### src/rtl/pkt_writer.sv
// Ingress packet writer: packs a byte stream into 32-bit words and writes them to packet SRAM, then starts proc.
// Latency: word write in the cycle after its 4th byte is accepted; start pulse once proc_ready_i is high in NOTIFY.
// Backpressure: s_ready_o drops only during WORD/TAIL write cycles and outside RECV; bytes past MAX_LEN are accepted and dropped.
module pkt_writer #(
    parameter int MAX_LEN = 1536,
    parameter int ADDR_W  = 32
) (
    input  logic              clk,
    input  logic              rst,
    input  logic              start_i,
    input  logic [ADDR_W-1:0] base_addr_i,
    input  logic              s_valid_i,
    input  logic [7:0]        s_data_i,
    input  logic              s_last_i,
    output logic              s_ready_o,
    output logic              mem_ce_o,
    output logic              mem_we_o,
    output logic [ADDR_W-1:0] mem_addr_o,
    output logic [3:0]        mem_width_o,
    output logic [31:0]       mem_data_o,
    input  logic              proc_ready_i,
    output logic              proc_start_o,
    output logic [ADDR_W-1:0] pkt_addr_o,
    output logic [15:0]       pkt_len_o,
    output logic              trunc_o,
    output logic              busy_o
);

    localparam logic [2:0] S_IDLE   = 3'd0;
    localparam logic [2:0] S_RECV   = 3'd1;
    localparam logic [2:0] S_WORD   = 3'd2;
    localparam logic [2:0] S_TAIL   = 3'd3;
    localparam logic [2:0] S_NOTIFY = 3'd4;

    logic [2:0]        state, nxt_state;
    logic [ADDR_W-1:0] base;
    logic [15:0]       count;
    logic [31:0]       buffer;
    logic              last_seen;
    logic              tail_hi;
    logic              trunc;
    logic [ADDR_W-1:0] pkt_addr;
    logic [15:0]       pkt_len;

    logic              accept;
    logic              full;
    logic [1:0]        lane;
    logic [ADDR_W-1:0] word_off;

    assign accept   = s_valid_i && (state == S_RECV);
    assign full     = (count == 16'(MAX_LEN));
    assign lane     = count[1:0];
    assign word_off = ADDR_W'({count[15:2], 2'b00});

    always_comb begin
        nxt_state = state;
        case (state)
            S_IDLE:   if (start_i) nxt_state = S_RECV;
            S_RECV: begin
                if (accept) begin
                    if (full) begin
                        if (s_last_i) nxt_state = S_NOTIFY;
                    end else if (lane == 2'd3) begin
                        nxt_state = S_WORD;
                    end else if (s_last_i) begin
                        nxt_state = S_TAIL;
                    end
                end
            end
            S_WORD:   nxt_state = last_seen ? S_NOTIFY : S_RECV;
            // A 3-byte remainder needs a halfword cycle followed by a byte cycle.
            S_TAIL:   nxt_state = (lane == 2'd3 && !tail_hi) ? S_TAIL : S_NOTIFY;
            S_NOTIFY: if (proc_ready_i) nxt_state = S_IDLE;
            default:  nxt_state = S_IDLE;
        endcase
    end

    always_ff @(posedge clk or negedge rst) begin
        if (!rst) begin
            state     <= S_IDLE;
            base      <= '0;
            count     <= '0;
            buffer    <= '0;
            last_seen <= 1'b0;
            tail_hi   <= 1'b0;
            trunc     <= 1'b0;
            pkt_addr  <= '0;
            pkt_len   <= '0;
        end else begin
            state <= nxt_state;
            case (state)
                S_IDLE: begin
                    if (start_i) begin
                        base      <= base_addr_i & ~ADDR_W'(3);
                        count     <= '0;
                        buffer    <= '0;
                        last_seen <= 1'b0;
                        tail_hi   <= 1'b0;
                        trunc     <= 1'b0;
                    end
                end
                S_RECV: begin
                    if (accept) begin
                        last_seen <= s_last_i;
                        if (full) begin
                            trunc <= 1'b1;
                        end else begin
                            buffer[{lane, 3'b000} +: 8] <= s_data_i;
                            count                       <= count + 16'd1;
                        end
                    end
                end
                S_WORD:  buffer  <= '0;
                S_TAIL:  tail_hi <= (nxt_state == S_TAIL);
                default: ;
            endcase
            // Publish packet info on entry to NOTIFY so it is valid during the start pulse.
            if (state != S_NOTIFY && nxt_state == S_NOTIFY) begin
                pkt_addr <= base;
                pkt_len  <= count;
            end
        end
    end

    always_comb begin
        mem_ce_o    = 1'b0;
        mem_addr_o  = '0;
        mem_width_o = 4'd0;
        mem_data_o  = '0;
        if (state == S_WORD) begin
            mem_ce_o    = 1'b1;
            mem_addr_o  = base + ADDR_W'(count) - ADDR_W'(4);
            mem_width_o = 4'd4;
            mem_data_o  = buffer;
        end else if (state == S_TAIL) begin
            mem_ce_o = 1'b1;
            if (lane == 2'd1) begin
                mem_addr_o  = base + word_off;
                mem_width_o = 4'd1;
                mem_data_o  = {24'd0, buffer[7:0]};
            end else if (tail_hi) begin
                mem_addr_o  = base + word_off + ADDR_W'(2);
                mem_width_o = 4'd1;
                mem_data_o  = {24'd0, buffer[23:16]};
            end else begin
                mem_addr_o  = base + word_off;
                mem_width_o = 4'd2;
                mem_data_o  = {16'd0, buffer[15:0]};
            end
        end
    end

    assign mem_we_o     = mem_ce_o;
    assign s_ready_o    = (state == S_RECV);
    assign proc_start_o = (state == S_NOTIFY) && proc_ready_i;
    assign pkt_addr_o   = pkt_addr;
    assign pkt_len_o    = pkt_len;
    assign trunc_o      = trunc;
    assign busy_o       = (state != S_IDLE);

endmodule

### config.mk
export PLATFORM = sky130hd
export DESIGN_NAME = pkt_writer
export DESIGN_NICKNAME = d
export VERILOG_FILES = /design/src/rtl/pkt_writer.sv
export SDC_FILE = /design/constraint.sdc
export NUM_CORES = 1
export LEC_CHECK = 0
export CAP_MARGIN = 0
export CORE_MARGIN = 3
export CORE_UTILIZATION = 40
export DETAILED_ROUTE_END_ITERATION = 8
export PLACE_DENSITY_LB_ADDON = 0.3
export SLEW_MARGIN = 20
export SYNTH_ARGS = -nofsm -noshare
export SYNTH_HDL_FRONTEND = slang
export SYNTH_SLANG_ARGS = --single-unit
### constraint.sdc
create_clock -name clk -period 6.1 [get_ports clk]
set_input_delay 1.525 -clock clk [delete_from_list [all_inputs] [get_ports clk]]
set_output_delay 1.525 -clock clk [all_outputs]
set_load 0.01 [all_outputs]
==> results of run 1 <==
-- what timing repair did --
item,CTS,global route
pin swaps,1,2
hold endpoints to repair,0,0
setup endpoints to repair,4,5
gates resized for setup,3,8
setup buffers,1,1
-- cells by family (layout without fill, tap and decap cells) --
logic type,Yosys count,after routing
buffers and inverters,125,286
and+or+nand+nor,313,313
muxes,57,57
other,1,3
adders and majority gates,76,76
xor gates and xnor gates,62,62
DFF,130,130
AOI/OAI and AO/OA,222,222
-- path summary, 6_finish.rpt --
| check | from | to | slack [ns] | cells past startpoint |
|---|---|---|---|---|
| max | count[11]$_DFFE_PN0P_ | mem_addr_o[30] | 0.27 | 14 |
| min | buffer[25]$_DFFE_PN0P_ | buffer[25]$_DFFE_PN0P_ | 0.47 | 2 |
| max reg2reg | count[0]$_DFFE_PN0P_ | pkt_addr_o[10]$_DFFE_PN0P_ | 2.34 | 8 |
| min reg2reg | buffer[25]$_DFFE_PN0P_ | buffer[25]$_DFFE_PN0P_ | 0.47 | 2 |
| max in group asynchronous | rst | base[29]$_DFFE_PN0P_ | 3.89 | 2 |
| min in group asynchronous | rst | buffer[20]$_DFFE_PN0P_ | 1.17 | 1 |
-- flip-flops by register name, summed over array words and instances (netlist names) --
register,flops
base,30
buffer,32
count,16
last_seen,1
pkt_addr_o,30
pkt_len_o,16
state,3
tail_hi,1
trunc_o,1
-- power groups by stage --
stage	Sequential, W	Combinational [W]	Clock [W]
floorplan	0.00135	0.00229	0
global placement	0.00135	0.00322	0
detailed placement	0.00136	0.00327	0
CTS	0.00135	0.00331	0.00114
global route	0.00139	0.00374	0.00117
finish	0.00135	0.00334	0.00112
-- cells in the final DEF (no fill, tap or decap), types with 7 or more instances in the layout --
cell / Yosys / layout
and2_1: 12 / 11
and3_1: 21 / 21
clkdlybuf4s50_1: 0 / 159
clkbuf_16: 0 / 17
buf_4: 8 / 8
xor2_1: 15 / 15
mux2i_1: 9 / 9
a31oi_1: 9 / 9
inv_1: 81 / 80
a211oi_1: 15 / 12
nand3_1: 15 / 15
xnor2_1: 47 / 47
nor2_1: 67 / 67
dfrtp_1: 130 / 130
ha_1: 74 / 74
mux2_2: 48 / 48
a21oi_1: 50 / 49
o21ai_0: 91 / 89
nor3_1: 18 / 18
o21ai_1: 5 / 7
a21o_1: 17 / 17
nand2_1: 134 / 134
-- cell type report --
| cell class | instances | area (um2) |
|---|---|---|
| fillers | 1990 | 9970 |
| multi-input cells | 733 | 5019 |
| flip-flops and latches | 130 | 3253 |
| repair buffers | 170 | 1684 |
| clock buffers | 20 | 456.7 |
| well taps | 275 | 344.1 |
| inverters | 84 | 315.3 |
| clock inverters | 12 | 178.9 |
-- per-stage QoR --
step / hold WS (ns) / instance area (um2)
final: 0.4709 / 11250
after global routing: 0.5014 / 11250
after CTS: 0.4790 / 11220
after detailed placement: 0.4664 / 10570
after global placement: 0.4562 / 10570
after floorplan: 0.4418 / 8736
-- routing by layer --
| metal | vias to the layer above | GRT usage, % | share of wire (%) |
|---|---|---|---|
| li1 | 3670 | - | - |
| met3 | 31 | 3.603 | 4.3 |
| met2 | 187 | 32.61 | 46 |
| met4 | 0 | 5.803 | 2.1 |
| met5 | - | 0 | 0 |
| met1 | 3548 | 28.49 | 48 |
-- worst max-delay path, stage by stage, from the launching register on --
cell,delay [ns]
dfrtp_1,0.45
inv_1,0.13
ha_1,0.39
inv_1,0.08
ha_1,0.38
a21oi_1,0.20
o21ai_0,0.14
a211oi_1,0.27
a21boi_1,0.13
o41ai_2,0.38
o21ai_1,0.20
a211oi_2,0.23
xor2_1,0.09
o22ai_1,0.20
clkdlybuf4s50_1,0.59
==> results.md, run 1 <==
- Fmax: 171.6 MHz
- Adder-cell area share of the yosys netlist: 11.07%
- Largest cells by area after synthesis: dfrtp_1 (37%), ha_1 (11%), mux2_2 (6.2%), nand2_1 (5.8%), o21ai_0 (5.2%)
- XOR/XNOR share of the synthesized area: 6.221%
- Worst slack at placement: 0.3045 ns
- Post-synth top flop: dfrtp_1
- Final hold vios: 0
- Clk sinks: 130
- First-pass iteration count of the detailed router: 6
- Crit Path Max Fanout: 6
- First-pass GRT wire length: 39.25 mm
- Vias in the first global route: 7441
- Syn Std Cell Area: 8728 um2
- Worst Path Required: 4.58 ns
- Internal cell power: 0.003298 W
- Crit path DAT: 4.30 ns
- Via count: 7436
- Port buffer count: 162
- Most numerous cell in the Yosys netlist: nand2_1
- Nets: 1258
- Post-cts hold buffer count: 0
- Leak: 5.058 nW
- Seq/Total Area, Yosys: 37.27%
- Residual DRC count: 0
- Max Buffers Root-to-Sink: 2
- Switching portion of total power: 43.20%
- Die Width: 153.7 um
- Layout cells sized above 1: 10.01%
- Yosys top cell area share: 37.27%
- Crit end category: output port
- Mapped Cells: 986
- FFs w/ async S/R, synth: 100.0%
- Initial Util: 41.13%
- CTS tree: built
- Total gr overflow: 0
- Number of diodes: 0
- P_sw: 0.002509 W
- Pwr Total: 0.005807 W
- Via density: 5.222
- Initial antenna violation count: 0
- Post-synth EDFFs: 0
- Clock Tree Root: clkbuf_16
- Layout overhead on the synthesized area: 28.90%
- Iter 0 DRT Violations: 331
- VDD IR max: 0.2099 mV
- Kind of critical path: reg -> out
- Routed Wire Length: 24.07 mm
- Post-synthesis mux area share: 7.225%
- Setup TNS: 0 ns
- Die span in y: 153.7 um
- Utilization after layout: 53.02%
- Syn Area/Cell: 8.852 um2
- Fin cells: 1424
- Drt wl/cell: 16.90 um
- Slew HR: 34.19%
- Min-delay worst type: reg -> reg
- Main combinational cell family by area after synthesis: simple AND/OR/NAND/NOR gates
- Later-pin clock latency in the skew report: 0.42 ns
- Synth warn: 0
- Setup violations, final: 0
- Io pins: 168
- Die Area: 23630 um2
- Detail Placement HPWL: 17.56 mm
- Final Cycle Share: 95.52%
- Area leader, netlist: dfrtp_1
- Core area: 21220 um2
- GPL Wtd Cong: 0.8641
- Synth cell types: 67
- Max Slew Vio Count: 0
- FF+latch count, synth: 130
- Skew final: 0.009834 ns
- DP Cell Count: 1390
- Antenna Violating Nets Remaining: 0
- Number of max-cap violations: 0
- Simple-Gate Fraction of Synth Area: 16.99%
- GRT Total Usage: 20.37%
- Rows: 53
- Clk slew on worst S/H paths: 0.06 ns
- Commonest cells post-synth: nand2_1 (134), dfrtp_1 (130), o21ai_0 (91)
- Clock power frac: 19.2%
- H-Tree Depth: 4
- Setup WS post-layout: 0.2733 ns
- Unrepaired setup endpoints after global routing: false
- CTS Buf Count: 17
- Power per standard cell area: 516.1 nW/um2
- Comb power frac: 57.6%
- Compound-gate portion of the synthesized area: 15.44%
- Final min period: 5.827 ns
- Largest net degree at the start of global routing: 90
- CP Launch Type: register
- Tightest Pin Transition: 0.9851 ns
- Flop pwr share: 23.2%
- Status: completed
Power figures use the tool's default switching activity.
==> inputs of run 2 (changes only) <==
Clock period 6.1 ns to 5.11 ns, I/O delays scaled along.
==> results.md, run 2 (synthesis results as in run 1) <==
- Die Width: 153.7 um (unchanged)
- Initial antenna violation count: 0 (unchanged)
- Nets: 1301 (+3.4%)
- Total gr overflow: 0 (unchanged)
- Highest-count cells in the layout ignoring fill and taps: clkdlybuf4s50_1 (146), nand2_1 (133), dfrtp_1 (130)
- Skew final: 0.009099 ns (-0.0007347 ns)
- Number of diodes: 0 (unchanged)
- Layout cells sized above 1: 16.62% (+6.6 points)
- Kind of critical path: reg -> out
- Biggest register: buffer
- Via count: 7584 (+2.0%)
- CP Launch Type: register
- Die span in y: 153.7 um (unchanged)
- Clk sinks: 130 (unchanged)
- Initial Util: 41.13% (unchanged)
- GPL Wtd Cong: 0.8681 (+0.46%)
- Pwr Total: 0.007202 W (+24%)
- Antenna Violating Nets Remaining: 0 (unchanged)
- CTS tree: built
- H-Tree Depth: 4 (unchanged)
- Max Buffers Root-to-Sink: 2 (unchanged)
- Slew HR: 33.30% (-0.89 points)
- GRT Total Usage: 20.59% (+0.21 points)
- Commonest non-fill, non-tap cell in the layout: clkdlybuf4s50_1
- Max Slew Vio Count: 0 (unchanged)
- Routed Wire Length: 24.24 mm (+0.71%)
- Final Cycle Share: 98.23%
- Later-pin clock latency in the skew report: 0.42 ns (about the same)
- Power per standard cell area: 615.4 nW/um2 (+19%)
- Core area: 21220 um2 (unchanged)
- Crit Path Max Fanout: 3 (-3)
- Via density: 5.173 (-0.93%)
- Worst Path Required: 3.83 ns (-0.75 ns)
- Tightest Pin Transition: 0.9939 ns (+0.008762 ns)
- Post-cts hold buffer count: 0 (unchanged)
- Flip-flop count of the largest register after layout: 32 (unchanged)
- Min-delay worst type: reg -> reg
- Final hold vios: 0 (unchanged)
- Setup TNS: 0 ns (unchanged)
- VDD IR max: 0.2585 mV (+23%)
- Io pins: 168 (unchanged)
- Final hold slack: 0.4724 ns (+0.001508 ns)
- Leak: 5.391 nW (+6.6%)
- Die Area: 23630 um2 (unchanged)
- First-pass GRT wire length: 39.73 mm (+1.2%)
- Crit path DAT: 3.74 ns (-0.56 ns)
- Fmax: 199.2 MHz
- Utilization after layout: 55.15% (+2.1 points)
- Layout overhead on the synthesized area: 34.07%
- First-pass iteration count of the detailed router: 5 (-1)
- Iter 0 DRT Violations: 398 (+20%)
- Port buffer count: 162 (unchanged)
- Crit end category: output port
- Setup violations, final: 0 (unchanged)
- Fill count: 1947 (-2.2%)
- CTS Buf Count: 17 (unchanged)
- Clock Tree Root: clkbuf_16
- Final min period: 5.020 ns
- Residual DRC count: 0 (unchanged)
- Unrepaired setup endpoints after global routing: true
- Number of max-cap violations: 0 (unchanged)
- Drt wl/cell: 16.54 um (-2.2%)
- Detail Placement HPWL: 17.80 mm (+1.3%)
- Status: completed
- Vias in the first global route: 7607 (+2.2%)
- Largest net degree at the start of global routing: 102 (+13%)
- Rows: 53 (unchanged)
- Clk slew on worst S/H paths: 0.06 ns (about the same)
-- run 2: changes by cell type in the layout (fill, tap and decap cells not counted), sizes merged --
cell           previous run  this run
clkinv                    8         9
clkdlybuf4s50           159       146
buf                       9        54
clkinvlp                  0         3
bufinv                    4         1
dlymetal6s2s              1         6
dlygate4sd2               1         5
-- run 2: layout make-up --
cell class	count	area, um2	share of cell area (%)
clock buffer	18	439.2	3.753
clock inverter	13	112.6	0.9623
inverter	84	317.8	2.716
multi-input combinational	733	5229	44.68
sequential	130	3253	27.80
tap	275	344.1	2.940
timing repair buffer	213	2007	17.15
-- run 2: per-stage QoR --
stage               area (um2)  cells  worst slack, ns
detailed placement       10860   1427          -0.1067
CTS                      11510   1461          -0.1930
finish                   11700   1466          0.09024
global placement         10860   1427         -0.09184
floorplan                 8736    988           0.4802
global route             11700   1466         -0.07889
-- run 2: worst paths after layout --
kind | startpoint | to | slack, ns | cells past startpoint
max | count[3]$_DFFE_PN0P_ | mem_addr_o[31] | 0.09 | 15
min | buffer[27]$_DFFE_PN0P_ | buffer[27]$_DFFE_PN0P_ | 0.47 | 2
max reg2reg | state[0]$_DFF_PN0_ | pkt_len_o[1]$_DFFE_PN0P_ | 1.59 | 10
min reg2reg | buffer[27]$_DFFE_PN0P_ | buffer[27]$_DFFE_PN0P_ | 0.47 | 2
max in group asynchronous | rst | base[12]$_DFFE_PN0P_ | 3.20 | 2
min in group asynchronous | rst | buffer[20]$_DFFE_PN0P_ | 0.95 | 1
-- run 2: power by group --
part	total [W]	internal (W)	switching [W]	leakage (nW)
logic	0.00444	0.00202	0.00243	3.41
clock network	0.00116	0.000677	0.000485	0.268
registers	0.00160	0.00133	0.000262	1.71
total	0.00720	0.00403	0.00318	5.39
-- run 2: worst max-delay path, cell delays in order, from the launching register on --
cell and delay (ns):
dfrtp_1 0.34, inv_1 0.08, ha_4 0.28, inv_4 0.03, ha_4 0.15, fa_2 0.35
a211oi_2 0.24, o21ai_2 0.12, o2111a_2 0.29, o21ai_2 0.15, or3b_4 0.41, a31oi_4 0.19
xnor2_2 0.10, a2111o_1 0.38, o21ai_2 0.07, buf_2 0.15
-- run 2: metal layers --
layer,global-route usage [%],routed length [um],vias up
li1,-,-,3764
met1,28.97,11390,3623
met2,32.59,11360,169
met3,3.856,1044,28
met4,5.845,449,0
met5,0,0,-
-- run 2: repair_timing --
action,in CTS,in global routing
buffers inserted,3,5
resized for setup,38,47
pin swaps,12,14
setup endpoints to repair,13,18
==> inputs of run 3 (changes only) <==
Settings changed: CORE_MARGIN 3 to not set.
==> results.md, run 3 (synthesis results as in run 1) <==
- Status: completed
- Clk slew on worst S/H paths: 0.06 ns (about the same)
- Iter 0 DRT Violations: 332 (-17%)
- Met2 WL: 11.24 mm (-1.1%)
- Largest net degree at the start of global routing: 78 (-24%)
- Final min period: 5.109 ns (+0.08889 ns)
- Clock power frac: 17.5% (+1.4 points)
- Most used cell, CP: o21ai_2
- First-pass iteration count of the detailed router: 4 (-1)
- Flop pwr share: 21.8% (-0.4 points)
- CTS Buf Count: 17 (unchanged)
- Max Slew Vio Count: 0 (unchanged)
- Tightest Pin Transition: 0.9662 ns (-0.02764 ns)
- Crit path DAT: 3.83 ns (+0.09 ns)
- Met1 wire length: 11.45 mm (+0.58%)
- Highest-count cells in the layout ignoring fill and taps: clkdlybuf4s50_1 (144), nand2_1 (133), dfrtp_1 (129)
- Number of diodes: 0 (unchanged)
- Number of max-cap violations: 0 (unchanged)
- Initial antenna violation count: 0 (unchanged)
- Pwr Total: 0.007338 W (+1.9%)
- Post-cts hold buffer count: 0 (unchanged)
- VDD IR max: 0.2940 mV (+14%)
- Clk sinks: 130 (unchanged)
- Crit path max-delay family: compound AO/OA/AOI/OAI gates
- Via count: 7628 (+0.58%)
- Switching portion of total power: 43.41% (-0.70 points)
- P_sw: 0.003185 W (+0.28%)
- Layout overhead on the synthesized area: 34.78%
- Detail Placement HPWL: 17.47 mm (-1.9%)
- First-pass GRT wire length: 38.45 mm (-3.2%)
- Internal cell power: 0.004153 W (+3.2%)
- Drt wl/cell: 16.40 um (-0.82%)
- Max Buffers Root-to-Sink: 2 (unchanged)
- Io pins: 168 (unchanged)
- Nets: 1303 (+0.15%)
- Port buffer count: 162 (unchanged)
- Later-pin clock latency in the skew report: 0.43 ns (about the same)
- Crit end category: output port
- Kind of critical path: reg -> out
- Worst Path Required: 3.83 ns (about the same)
- Largest stage delay, worst path: 0.41 ns (about the same)
- CTS tree: built
- Die Area: 22420 um2 (-5.1%)
- H-Tree Depth: 4 (unchanged)
- Initial Util: 41.13% (unchanged)
- Vias in the first global route: 7561 (-0.60%)
- Routed met3 length: 934 um (-11%)
- Layout cells sized above 1: 16.92% (+0.29 points)
- Clock Tree Root: clkbuf_16
- Biggest register: buffer
- Max layer used: met4
- Unrepaired setup endpoints after global routing: true
- Fmax: 195.7 MHz (-1.7%)
- Final hold slack: 0.4743 ns (+0.001848 ns)
- Die span in y: 149.7 um (-2.6%)
- Core area: 21220 um2 (unchanged)
- Total gr overflow: 0 (unchanged)
- Power per standard cell area: 623.8 nW/um2 (+1.4%)
- Via density: 5.193 (+0.37%)
- Die Width: 149.7 um (-2.6%)
- Crit-path cells: inv_2, ha_4, inv_1, ha_2, fa_2, a211oi_2, o21ai_2, o2111a_2, o21ai_2, or3b_4, a31oi_4, xnor2_2, a2111o_1, o21ai_1, buf_2
- Final hold vios: 0 (unchanged)
- Skew final: 0.009411 ns (+0.0003119 ns)
- GRT Total Usage: 21.98% (+1.4 points)
- Rows: 53 (unchanged)
- Worst Path Buf+Inv: 3 (unchanged)
- Routed Wire Length: 24.09 mm (-0.61%)
- Residual DRC count: 0 (unchanged)
- CP Launch Type: register
- Commonest non-fill, non-tap cell in the layout: clkdlybuf4s50_1
- GPL Wtd Cong: 0.8946 (+3.1%)
- Slew HR: 35.15% (+1.9 points)
- Final Cycle Share: 99.97% (+1.7 points)
- Setup WS post-layout: 0.001357 ns (-0.08889 ns)
- Setup violations, final: 0 (unchanged)
- Slowest-stage cell, CP: or3b_4
- Flip-flop count of the largest register after layout: 32 (unchanged)
- Leak: 5.415 nW (+0.44%)
- Worst slack at placement: -0.06863 ns (+0.03807 ns)
- Min-delay worst type: reg -> reg
- Comb power frac: 60.7% (-1.0 points)
- Crit Path Max Fanout: 3 (unchanged)
- Antenna Violating Nets Remaining: 0 (unchanged)
-- run 3: worst reg2reg max path, delay by kind of cell, from the launching register on --
family,cells,cell delay [ns]
adder cells (fa/ha/maj),1,0.29
multiplexers,1,0.37
flip-flops,1,0.51
buffers and inverters,2,0.47
AND/OR/NAND/NOR,3,1.33
AO/OA/AOI/OAI,1,0.38
-- run 3: worst paths after layout --
kind	depth (start not counted)	slack, ns	to	start
setup / recovery	15	0.001	mem_addr_o[31]	base[3]$_DFFE_PN0P_
hold / removal	2	0.47	buffer[30]$_DFFE_PN0P_	buffer[30]$_DFFE_PN0P_
setup reg to reg	8	1.65	pkt_addr_o[12]$_DFFE_PN0P_	count[0]$_DFFE_PN0P_
hold reg to reg	2	0.47	buffer[30]$_DFFE_PN0P_	buffer[30]$_DFFE_PN0P_
max in group asynchronous	2	3.33	count[11]$_DFFE_PN0P_	rst
min in group asynchronous	1	0.87	buffer[21]$_DFFE_PN0P_	rst
-- run 3: power by group through the flow --
stage / registers, W / logic [W] / clock network (W)
2_1_floorplan: 0.00161 / 0.00273 / 0
3_3_place_gp: 0.00160 / 0.00399 / 0
3_5_place_dp: 0.00161 / 0.00404 / 0
4_1_cts: 0.00160 / 0.00412 / 0.00130
5_1_grt: 0.00165 / 0.00494 / 0.00135
6_report: 0.00160 / 0.00446 / 0.00128
-- run 3: through the flow --
step,instance area (um2),util (%),setup TNS (ns),cells
final,11760,55.44,0,1469
after global placement,10860,51.18,-0.1119,1427
after floorplan,8736,-,0,988
after CTS,11500,54.22,-0.2992,1459
after global routing,11760,55.44,-0.1840,1469
after detailed placement,10860,51.18,-0.1134,1427
-- run 3: final cells by class --
type | instances | area [um2]
clock buffer | 18 | 429.2
clock inverter | 14 | 178.9
timing repair buffer | 215 | 2019
sequential | 130 | 3254
inverter | 84 | 315.3
multi-input combinational | 733 | 5223
fill | 1939 | 9457
tap | 275 | 344.1
-- run 3: per-layer routing --
| layer | GRT usage [%] | vias to the layer above |
|---|---|---|
| li1 | - | 3744 |
| met1 | 29.64 | 3683 |
| met2 | 35.32 | 174 |
| met3 | 3.902 | 27 |
| met4 | 7.626 | 0 |
| met5 | 0 | - |
-- run 3: what timing repair did --
item / CTS / global route
setup buffers: 0 / 10
setup endpoints to repair: 14 / 17
pin swaps: 4 / 20
resized for setup: 35 / 48
